## config.mk

```make
export PLATFORM = sky130hd
export DESIGN_NAME = eth_traff_arb_flat
export DESIGN_NICKNAME = d
export VERILOG_FILES = /design/src/rtl/eth_traff_arb_if.sv /design/src/rtl/eth_traff_arb.sv /design/src/flat_wrapper.sv
export SDC_FILE = /design/constraint.sdc
export NUM_CORES = 1
export LEC_CHECK = 0
export BUFFER_PORTS_ARGS = -buffer_cell sky130_fd_sc_hd__buf_2
export CAP_MARGIN = 5
export CORE_AREA = 8 8 540 542
export CTS_CLUSTER_DIAMETER = 200
export DETAILED_ROUTE_END_ITERATION = 10
export DIE_AREA = 0 0 548 550
export SETUP_SLACK_MARGIN = 0.4
export SYNTH_ARGS = -nofsm -noshare
export SYNTH_HDL_FRONTEND = slang
export SYNTH_SLANG_ARGS = --single-unit
```

## constraint.sdc

```tcl
create_clock -name clk -period 3.5 [get_ports clk]
set_input_delay 0.175 -clock clk [delete_from_list [all_inputs] [get_ports clk]]
set_output_delay 0.175 -clock clk [all_outputs]
set_load 0.05 [all_outputs]
```

## src/rtl/eth_traff_arb_if.sv

```systemverilog
// Avalon-ST bundle for the traffic arbiter: NUM_CH ingress channels plus one
// egress stream.
//   slave  : arbiter view (consumes in_*, tx_ready; drives in_ready, tx_*)
//   master : traffic-source / sink view (the mirror image)
interface eth_traff_arb_if #(
    parameter int unsigned NUM_CH  = 4,
    parameter int unsigned DATA_W  = 256,
    parameter int unsigned EMPTY_W = 5
);
    logic [NUM_CH*DATA_W-1:0]  in_data;
    logic [NUM_CH-1:0]         in_valid;
    logic [NUM_CH-1:0]         in_sop;
    logic [NUM_CH-1:0]         in_eop;
    logic [NUM_CH-1:0]         in_error;
    logic [NUM_CH*EMPTY_W-1:0] in_empty;
    logic [NUM_CH-1:0]         in_ready;

    logic                      tx_ready;
    logic [DATA_W-1:0]         tx_data;
    logic                      tx_valid;
    logic                      tx_sop;
    logic                      tx_eop;
    logic                      tx_error;
    logic [EMPTY_W-1:0]        tx_empty;

    modport slave (
        input  in_data, in_valid, in_sop, in_eop, in_error, in_empty, tx_ready,
        output in_ready, tx_data, tx_valid, tx_sop, tx_eop, tx_error, tx_empty
    );

    modport master (
        output in_data, in_valid, in_sop, in_eop, in_error, in_empty, tx_ready,
        input  in_ready, tx_data, tx_valid, tx_sop, tx_eop, tx_error, tx_empty
    );
endinterface

```

## src/rtl/eth_traff_arb.sv

```systemverilog
// Packet-level round-robin arbiter merging NUM_CH Avalon-ST channels onto one
// egress stream, with an Avalon-MM CSR block (ID, enable, counter clear,
// status, per-channel packet and discard counters).
// Ports:
//   clk, reset_n            single clock, async active-low reset
//   cfg_read/cfg_write      CSR strobes; cfg_address word address
//   cfg_wrdata/cfg_rddata   CSR data (rddata registered, held between reads)
//   st                      streaming bundle (eth_traff_arb_if.slave)
module eth_traff_arb #(
    parameter int unsigned NUM_CH  = 4,
    parameter int unsigned DATA_W  = 256,
    parameter int unsigned EMPTY_W = 5,
    parameter int unsigned INST_ID = 0
) (
    input  logic          clk,
    input  logic          reset_n,
    input  logic          cfg_read,
    input  logic          cfg_write,
    input  logic [15:0]   cfg_address,
    input  logic [31:0]   cfg_wrdata,
    output logic [31:0]   cfg_rddata,
    eth_traff_arb_if.slave st
);
    localparam int unsigned GNT_W = 4;
    localparam int unsigned CNT_W = 32;
    localparam int unsigned CSR_W = 32;

    typedef enum logic {IDLE = 1'b0, BUSY = 1'b1} state_e;

    state_e                        state_q, state_d;
    logic [GNT_W-1:0]              grant_q, grant_d;
    logic [GNT_W-1:0]              last_grant_q, last_grant_d;
    logic [NUM_CH-1:0]             enable_q, enable_d;
    logic [NUM_CH-1:0][CNT_W-1:0]  pkt_cnt_q, pkt_cnt_d;
    logic [NUM_CH-1:0][CNT_W-1:0]  disc_cnt_q, disc_cnt_d;
    logic [CSR_W-1:0]              rddata_q, rddata_d;

    logic [NUM_CH-1:0]  eligible_c;
    logic [NUM_CH-1:0]  in_ready_c;
    logic [NUM_CH-1:0]  pkt_inc_c;
    logic [NUM_CH-1:0]  disc_inc_c;
    logic               enable_wr_c;
    logic               clr_c;
    logic [CSR_W-1:0]   rd_val_c;
    logic               unused_c;

    logic [DATA_W-1:0]  tx_data_c;
    logic [EMPTY_W-1:0] tx_empty_c;
    logic               tx_valid_c;
    logic               tx_sop_c;
    logic               tx_eop_c;
    logic               tx_error_c;

    // CSR write decode; the counter clear exists only in the write cycle
    assign enable_wr_c = cfg_write && (cfg_address == 16'h0001);
    assign clr_c       = cfg_write && (cfg_address == 16'h0002) && cfg_wrdata[0];
    assign unused_c    = ^cfg_wrdata;

    assign eligible_c  = enable_q & st.in_valid & st.in_sop;

    // Arbitration FSM: round-robin grant in IDLE, transparent channel mux in BUSY
    always_comb begin : fsm_comb
        int unsigned idx;
        logic        found;
        state_d      = state_q;
        grant_d      = grant_q;
        last_grant_d = last_grant_q;
        in_ready_c   = '0;
        pkt_inc_c    = '0;
        disc_inc_c   = '0;
        tx_data_c    = '0;
        tx_empty_c   = '0;
        tx_valid_c   = 1'b0;
        tx_sop_c     = 1'b0;
        tx_eop_c     = 1'b0;
        tx_error_c   = 1'b0;
        idx          = 0;
        found        = 1'b0;
        case (state_q)
            IDLE: begin
                // Mid-packet beats arriving with no packet open are drained and counted
                in_ready_c = st.in_valid & ~st.in_sop;
                disc_inc_c = st.in_valid & ~st.in_sop;
                for (int unsigned i = 1; i <= NUM_CH; i++) begin
                    idx = 32'(last_grant_q) + i;
                    if (idx >= NUM_CH) idx = idx - NUM_CH;
                    for (int unsigned c = 0; c < NUM_CH; c++) begin
                        if (!found && (idx == c) && eligible_c[c]) begin
                            found        = 1'b1;
                            grant_d      = GNT_W'(c);
                            last_grant_d = GNT_W'(c);
                            state_d      = BUSY;
                        end
                    end
                end
            end
            BUSY: begin
                // Enable is deliberately ignored here so an open packet always completes
                for (int unsigned c = 0; c < NUM_CH; c++) begin
                    if (grant_q == GNT_W'(c)) begin
                        tx_data_c     = st.in_data[c*DATA_W +: DATA_W];
                        tx_empty_c    = st.in_empty[c*EMPTY_W +: EMPTY_W];
                        tx_valid_c    = st.in_valid[c];
                        tx_sop_c      = st.in_sop[c];
                        tx_eop_c      = st.in_eop[c];
                        tx_error_c    = st.in_error[c];
                        in_ready_c[c] = st.tx_ready;
                        if (st.in_valid[c] && st.tx_ready && st.in_eop[c]) begin
                            state_d      = IDLE;
                            pkt_inc_c[c] = 1'b1;
                        end
                    end
                end
            end
            default: state_d = IDLE;
        endcase
    end

    // Enable register and counters; clear wins over a same-cycle increment
    always_comb begin : cnt_comb
        enable_d = enable_wr_c ? cfg_wrdata[NUM_CH-1:0] : enable_q;
        for (int unsigned c = 0; c < NUM_CH; c++) begin
            pkt_cnt_d[c]  = clr_c ? '0 : pkt_cnt_q[c]  + CNT_W'(pkt_inc_c[c]);
            disc_cnt_d[c] = clr_c ? '0 : disc_cnt_q[c] + CNT_W'(disc_inc_c[c]);
        end
    end

    // CSR read mux; pre-write values are returned on a simultaneous write
    always_comb begin : csr_rd_comb
        rd_val_c = '0;
        case (cfg_address)
            16'h0000: rd_val_c = {8'(INST_ID), 8'(NUM_CH), 16'(DATA_W)};
            16'h0001: rd_val_c = CSR_W'(enable_q);
            16'h0003: rd_val_c = {24'h0, grant_q, 3'b000, state_q == BUSY};
            default:  rd_val_c = '0;
        endcase
        for (int unsigned c = 0; c < NUM_CH; c++) begin
            if (cfg_address == 16'h0010 + 16'(c)) rd_val_c = pkt_cnt_q[c];
            if (cfg_address == 16'h0020 + 16'(c)) rd_val_c = disc_cnt_q[c];
        end
        rddata_d = cfg_read ? rd_val_c : rddata_q;
    end

    // State and CSR registers
    always_ff @(posedge clk or negedge reset_n) begin
        if (!reset_n) begin
            state_q      <= IDLE;
            grant_q      <= '0;
            last_grant_q <= GNT_W'(NUM_CH - 1);
            enable_q     <= '0;
            pkt_cnt_q    <= '0;
            disc_cnt_q   <= '0;
            rddata_q     <= '0;
        end else begin
            state_q      <= state_d;
            grant_q      <= grant_d;
            last_grant_q <= last_grant_d;
            enable_q     <= enable_d;
            pkt_cnt_q    <= pkt_cnt_d;
            disc_cnt_q   <= disc_cnt_d;
            rddata_q     <= rddata_d;
        end
    end

    // Reset also blocks the IDLE drain path so nothing is accepted while held
    assign st.in_ready = in_ready_c & {NUM_CH{reset_n}};
    assign st.tx_data  = tx_data_c;
    assign st.tx_empty = tx_empty_c;
    assign st.tx_valid = tx_valid_c;
    assign st.tx_sop   = tx_sop_c;
    assign st.tx_eop   = tx_eop_c;
    assign st.tx_error = tx_error_c;
    assign cfg_rddata  = rddata_q;

endmodule

```

## src/flat_wrapper.sv

```systemverilog
// flat-port wrapper written by rule: the top's interface ports become plain ports
module eth_traff_arb_flat 
#(
    parameter int unsigned NUM_CH  = 4,
    parameter int unsigned DATA_W  = 256,
    parameter int unsigned EMPTY_W = 5,
    parameter int unsigned INST_ID = 0
)
  (clk, reset_n, cfg_read, cfg_write, cfg_address, cfg_wrdata, cfg_rddata, st_in_data, st_in_valid, st_in_sop, st_in_eop, st_in_error, st_in_empty, st_tx_ready, st_in_ready, st_tx_data, st_tx_valid, st_tx_sop, st_tx_eop, st_tx_error, st_tx_empty);
  eth_traff_arb_if #(.NUM_CH(NUM_CH), .DATA_W(DATA_W), .EMPTY_W(EMPTY_W)) st_i ();
  input  logic clk;
  input  logic reset_n;
  input  logic cfg_read;
  input  logic cfg_write;
  input  logic [15:0] cfg_address;
  input  logic [31:0] cfg_wrdata;
  output logic [31:0] cfg_rddata;
  input wire logic [$bits(st_i.in_data)-1:0] st_in_data;
  input wire logic [$bits(st_i.in_valid)-1:0] st_in_valid;
  input wire logic [$bits(st_i.in_sop)-1:0] st_in_sop;
  input wire logic [$bits(st_i.in_eop)-1:0] st_in_eop;
  input wire logic [$bits(st_i.in_error)-1:0] st_in_error;
  input wire logic [$bits(st_i.in_empty)-1:0] st_in_empty;
  input wire logic [$bits(st_i.tx_ready)-1:0] st_tx_ready;
  output wire logic [$bits(st_i.in_ready)-1:0] st_in_ready;
  output wire logic [$bits(st_i.tx_data)-1:0] st_tx_data;
  output wire logic [$bits(st_i.tx_valid)-1:0] st_tx_valid;
  output wire logic [$bits(st_i.tx_sop)-1:0] st_tx_sop;
  output wire logic [$bits(st_i.tx_eop)-1:0] st_tx_eop;
  output wire logic [$bits(st_i.tx_error)-1:0] st_tx_error;
  output wire logic [$bits(st_i.tx_empty)-1:0] st_tx_empty;
  assign st_i.in_data = st_in_data;
  assign st_i.in_valid = st_in_valid;
  assign st_i.in_sop = st_in_sop;
  assign st_i.in_eop = st_in_eop;
  assign st_i.in_error = st_in_error;
  assign st_i.in_empty = st_in_empty;
  assign st_i.tx_ready = st_tx_ready;
  assign st_in_ready = st_i.in_ready;
  assign st_tx_data = st_i.tx_data;
  assign st_tx_valid = st_i.tx_valid;
  assign st_tx_sop = st_i.tx_sop;
  assign st_tx_eop = st_i.tx_eop;
  assign st_tx_error = st_i.tx_error;
  assign st_tx_empty = st_i.tx_empty;
  eth_traff_arb #(.NUM_CH(NUM_CH), .DATA_W(DATA_W), .EMPTY_W(EMPTY_W), .INST_ID(INST_ID)) u_core (.clk(clk), .reset_n(reset_n), .cfg_read(cfg_read), .cfg_write(cfg_write), .cfg_address(cfg_address), .cfg_wrdata(cfg_wrdata), .cfg_rddata(cfg_rddata), .st(st_i));
endmodule
```

; ---- Word-level counts from Yosys, hierarchy flattened
; Cells that the tools add are included.
[op_classes]
add_sub_neg = 16
magnitude_cmp = 4
eq_ne = 26
muxes = 140
n_bitwise = 6
reduce_logical = 65
[ops]
columns = operator, count
row1 = $mux 256, 5
row2 = $mux 32, 24
row3 = $add 32x1->32, 8
row4 = $eq 32x2->1 const B, 8
row5 = $eq 32x1->1 const B, 4
row6 = $ge 32x3->1 const B, 4
row7 = $logic_not 32->1, 4
row8 = $sub 32x3->32 const B, 4
row9 = $mux 1, 85
row10 = $mux 4, 18
row11 = $eq 16x5->1 const B, 4
row12 = $eq 16x6->1 const B, 4
row13 = $pmux 19 s3, 1
row14 = $logic_and 1x1->1, 42
row15 = $eq 16x2->1 const B, 2
row16 = $mux 5, 5
row17 = $and 4x4->4, 4
row18 = $eq 16x1->1 const B, 1
row19 = $logic_not 16->1, 1
row20 = $reduce_bool 16->1, 1
row21 = $logic_not 1->1, 15
row22 = $add 4x2->5 const B, 2
row23 = $eq 4x2->1 const B, 2
row24 = $pmux 4 s2, 1
row25 = 8 further kinds, 8
[word_totals]
regBits = 301
input_bits = 1113
wordCells = 270

; ---- Depth between registers and ports, before layout
[logic_depth]
ltp_word = 83
depth_mapped = 13
ltp_nobuf = 10

; ---- Worst setup path after synthesis
; Ideal clock, no wire load.
[synth_path]
path_kind = register to register
startpoint = register u_core.grant_q[0]
endpoint = register u_core.pkt_cnt_q[30] (netlist bit)
setup_ns = 0.078
t_arrival_ns = 2.740
required_ns = 3.422
path_slack_ns = 0.682
path_stages_with_launch = 12
path_buffers = 2
cell_sequence = dfrtp_1 -> clkbuf_1 -> buf_1 -> nor2b_1 -> nand2_1 -> nor2_1 -> ha_1 -> ha_1 -> nand2_1 -> or4_1 -> or3_1 -> a21oi_1
[synth_rtl]
columns = item, line
row1 = "start, declared", eth_traff_arb.sv:31  ; logic [GNT_W-1:0] grant_q, grant_d;
row2 = "start signal, assigned", eth_traff_arb.sv:156  ; grant_q <= grant_d;
row3 = "end signal, assigned", eth_traff_arb.sv:159  ; pkt_cnt_q <= pkt_cnt_d;
row4 = "end, declared", eth_traff_arb.sv:34  ; logic [NUM_CH-1:0][CNT_W-1:0] pkt_cnt_q, pkt_cnt_d;

; ---- Worst setup path in the final report
[layout_path]
startpoint = register u_core.grant_q[1]
endpoint = output port st_tx_data[213]
[layout_via]
elab_chain_cells = 6
[layout_rtl]
columns = item, line
row1 = $logic_not 4->1, eth_traff_arb.sv:100  ; if (grant_q == GNT_W'(c)) begin
row2 = $mux 256 (3 in series), eth_traff_arb.sv:100
row3 = $mux 256 *, eth_traff_arb.sv:100
row4 = $mux 256 *, eth_traff_arb.sv:79  ; case (state_q)
row5 = "end, declared", flat_wrapper.sv:26  ; output wire logic [$bits(st_i.tx_data)-1:0] st_tx_data;
; Mark *: on every way between the ends. The rest lies on a longest branch, timed or not.

==> reports/qor.txt <==
number of enable flip-flop cells after synthesis = 0
Largest stage delay, worst path = 550 ps
post-synthesis net count = 3,609
share of flip-flops with an asynchronous set or reset = 1.00
DRC = 0
crit path capture type = output port
largest area contributor in the synthesized netlist = dfrtp_1
initial antenna violation count = 567
layout cells sized above 1 = 0.481
routed via count = 31,900
r2r worst-path depth = 9
ys flop type = dfrtp_1
grt peak-use layer = met2
hold path startpoint = st_tx_ready
DP Area = 36,700 µm²
die width = 548 µm
Clock Skews = 13.8 ps
Synth cell types = 79
Critical Path RT = 3320 ps
hold endpoint = u_core.state_q
register area = 7450 µm²
crit-path cells = buf_6 -> buf_16 -> mux4_2 -> and2_1 -> buf_2
vias per std cell = 3.99
Layout fillers = 32,700
Synth area leaders = dfrtp_1 30%, mux4_2 24%, and2_1 7.6%, xnor2_1 4.1%, nor2_1 3.7%
GRT overflow = 0
FP Rows = 196
Worst slew margin = 0.454
CTS H-Tree Depth = 2
Clk pin slew, worst setup/hold paths = 60 ps
first-pass GRT wire length = 407,000 µm
Top Ports = 1,414
CTS max path bufs = 3
max_cap viols = 0
Fmax = 0.319 GHz
WS Path Type = flip-flop to output port
worst-path maximum fanout = 72
dpl cells = 7,526
Reg2Reg Launch Point = u_core.state_q
Seq/Total Area, Yosys = 0.300
met3 usage in global routing = 0.107
routed wire length = 350,000 µm
Hold WC Path Type = input port to flip-flop
failing checks = antenna violations
CP Buf/Inv Count = 3
Multi-input gate area = 16,400 µm²
Num CTS Buffers = 35
final std cells w/o fill = 7,999
Worst IR Drop VDD = 0.000263 V
Post-Route Setup TNS = 0 ps
cell family with most CP delay = buffers and inverters
met2 GRT Util = 0.355
HPWL Detailed = 320,000 µm
syn avg cell area = 9.99 µm²
I/O Buffers = 1,385
unrepaired setup endpoints after global routing = yes
Core Area = 283,000 µm²
status = finished with violations
Final setup viols = 0
YS warnings = 0
ANT nets after route = 3
Leak = 0.0161 µW
Yosys reg bits = 297
post-synth top area share = 0.298
Critical Path Source Type = flip-flop
Netlist Area Pre-Place = 24,800 µm²
Die Y-Extent = 550 µm
GPL Wtd Cong = 1.11
area grow syn2layout = 58.0%
drt wl/cell = 43.8 µm
power density over cell area = 242 nW/µm²
TritonCTS clock tree = done
worst hold path depth = 4
finished layout cell area = 39,200 µm²
number of global-route vias before repair = 28,200
Root Buffer = clkbuf_16
Worst Max-Slew Pin Slew = 819 ps
register-to-register setup slack = 510 ps
crit path DAT = 2960 ps
met1 Use GR = 0.217
end of the worst register-to-register path = u_core.disc_cnt_q[126]
most common cell after layout, fill and taps aside = buf_2
nets = 4,943
Tmin final = 3130 ps
slowest stage cell, crit path = dfrtp_4
max-slew violation count = 0
Clock Latency Late Sink = 540 ps
largest net degree at the start of global routing = 137
Final Util = 0.138
Post-Synthesis Cells = 2,480
GRT Total Usage = 0.219
Final Power = 9470 µW
DR iter-0 viols = 3,810
most frequent cells in the layout = 1,372 x buf_2, 300 x and2_1, 292 x dfrtp_1
# clock sinks = 297
die area = 301,000 µm²
Initial Util = 0.0875
1st-pass router iterations = 8
Final Cycle Share = 0.895
Hold Fails Final Rpt = 0
cell usage after synthesis (all sizes together), types with 6 or more instances:
master / number
nor3: 66
inv: 43
a32oi: 7
a21oi: 65
o221ai: 8
or3: 34
o2bb2ai: 6
o21a: 6
dfrtp: 295
and2: 303
a22oi: 29
nand3: 112
clkbuf: 108
o21ai: 79
nor2b: 8
ha: 16
or4: 16
a211oi: 19
nor2: 249
o211ai: 19
nand4: 57
nor4: 57
xor2: 82
mux4: 265
and4: 34
xnor2: 117
and3: 36
nand2: 129
a22o: 8
o22ai: 23
a221oi: 24
nand2b: 6
buf: 91
tightest hold or removal path: stages:
cell,delay [ps]
buf_2,160
nand3_1,100
nand3_1,80
nand2_1,70
registers in the layout, summed over array words and instances, names as in the netlist:
signal and cells:
u_core.pkt_cnt_q 128, u_core.cfg_rddata 32, u_core.enable_q 4, u_core.state_q 1, u_core.disc_cnt_q 128, u_core.grant_q 2
u_core.last_grant_q 2
report_power, final:
| group | internal, µW | switching (µW) |
|---|---|---|
| Sequential | 3590 | 205 |
| Clock | 2300 | 1550 |
| Combinational | 893 | 932 |
| Total | 6780 | 2690 |
cells by family after synthesis:
logic type                 share of synthesized area
and+or+nand+nor                                0.250
AOI/OAI and AO/OA                             0.0870
DFF                                            0.300
adders and majority gates                    0.00808
buffers and inverters                         0.0413
muxes                                          0.243
xor gates and xnor gates                      0.0703
per-stage QoR:
stage / hold slack, ps / setup WS, ps
finish: 85.4 / 367
global route: 81.1 / 363
CTS: 44.5 / 357
detailed placement: 231 / 482
global placement: 228 / 516
floorplan: -121 / 682
worst max path at each step:
stage,from,to,depth (start not counted)
after global placement,u_core.state_q,u_core.disc_cnt_q[126],9
final,u_core.grant_q[1],st_tx_data[213],5
after floorplan,u_core.grant_q[0],u_core.pkt_cnt_q[30],11
after global routing,u_core.grant_q[1],st_tx_data[213],5
after detailed placement,u_core.state_q,u_core.disc_cnt_q[126],9
after CTS,u_core.grant_q[1],st_tx_data[213],5
what timing repair did:
item,CTS,global route
hold endpoints to repair,76,0
endpoints found under the setup margin,200,7
gates resized for setup,15,3
setup buffers,5,0
gates cloned,3,0
hold buffers,5,0
layout make-up:
| type | count | area share |
|---|---|---|
| timing repair buffer | 1496 | 0.212 |
| tap | 3762 | 0.120 |
| inverter | 44 | 0.00422 |
| clock buffer | 51 | 0.0257 |
| sequential | 297 | 0.190 |
| multi-input combinational | 1940 | 0.418 |
| clock inverter | 12 | 0.00438 |
| antenna | 397 | 0.0254 |
layer usage:
metal,vias to the layer above,share of wire
met4,226,0.089
li1,12400,-
met3,1031,0.12
met5,-,0.0061
met1,15500,0.32
met2,2745,0.46
No activity file was read; power rests on OpenSTA's default activity.
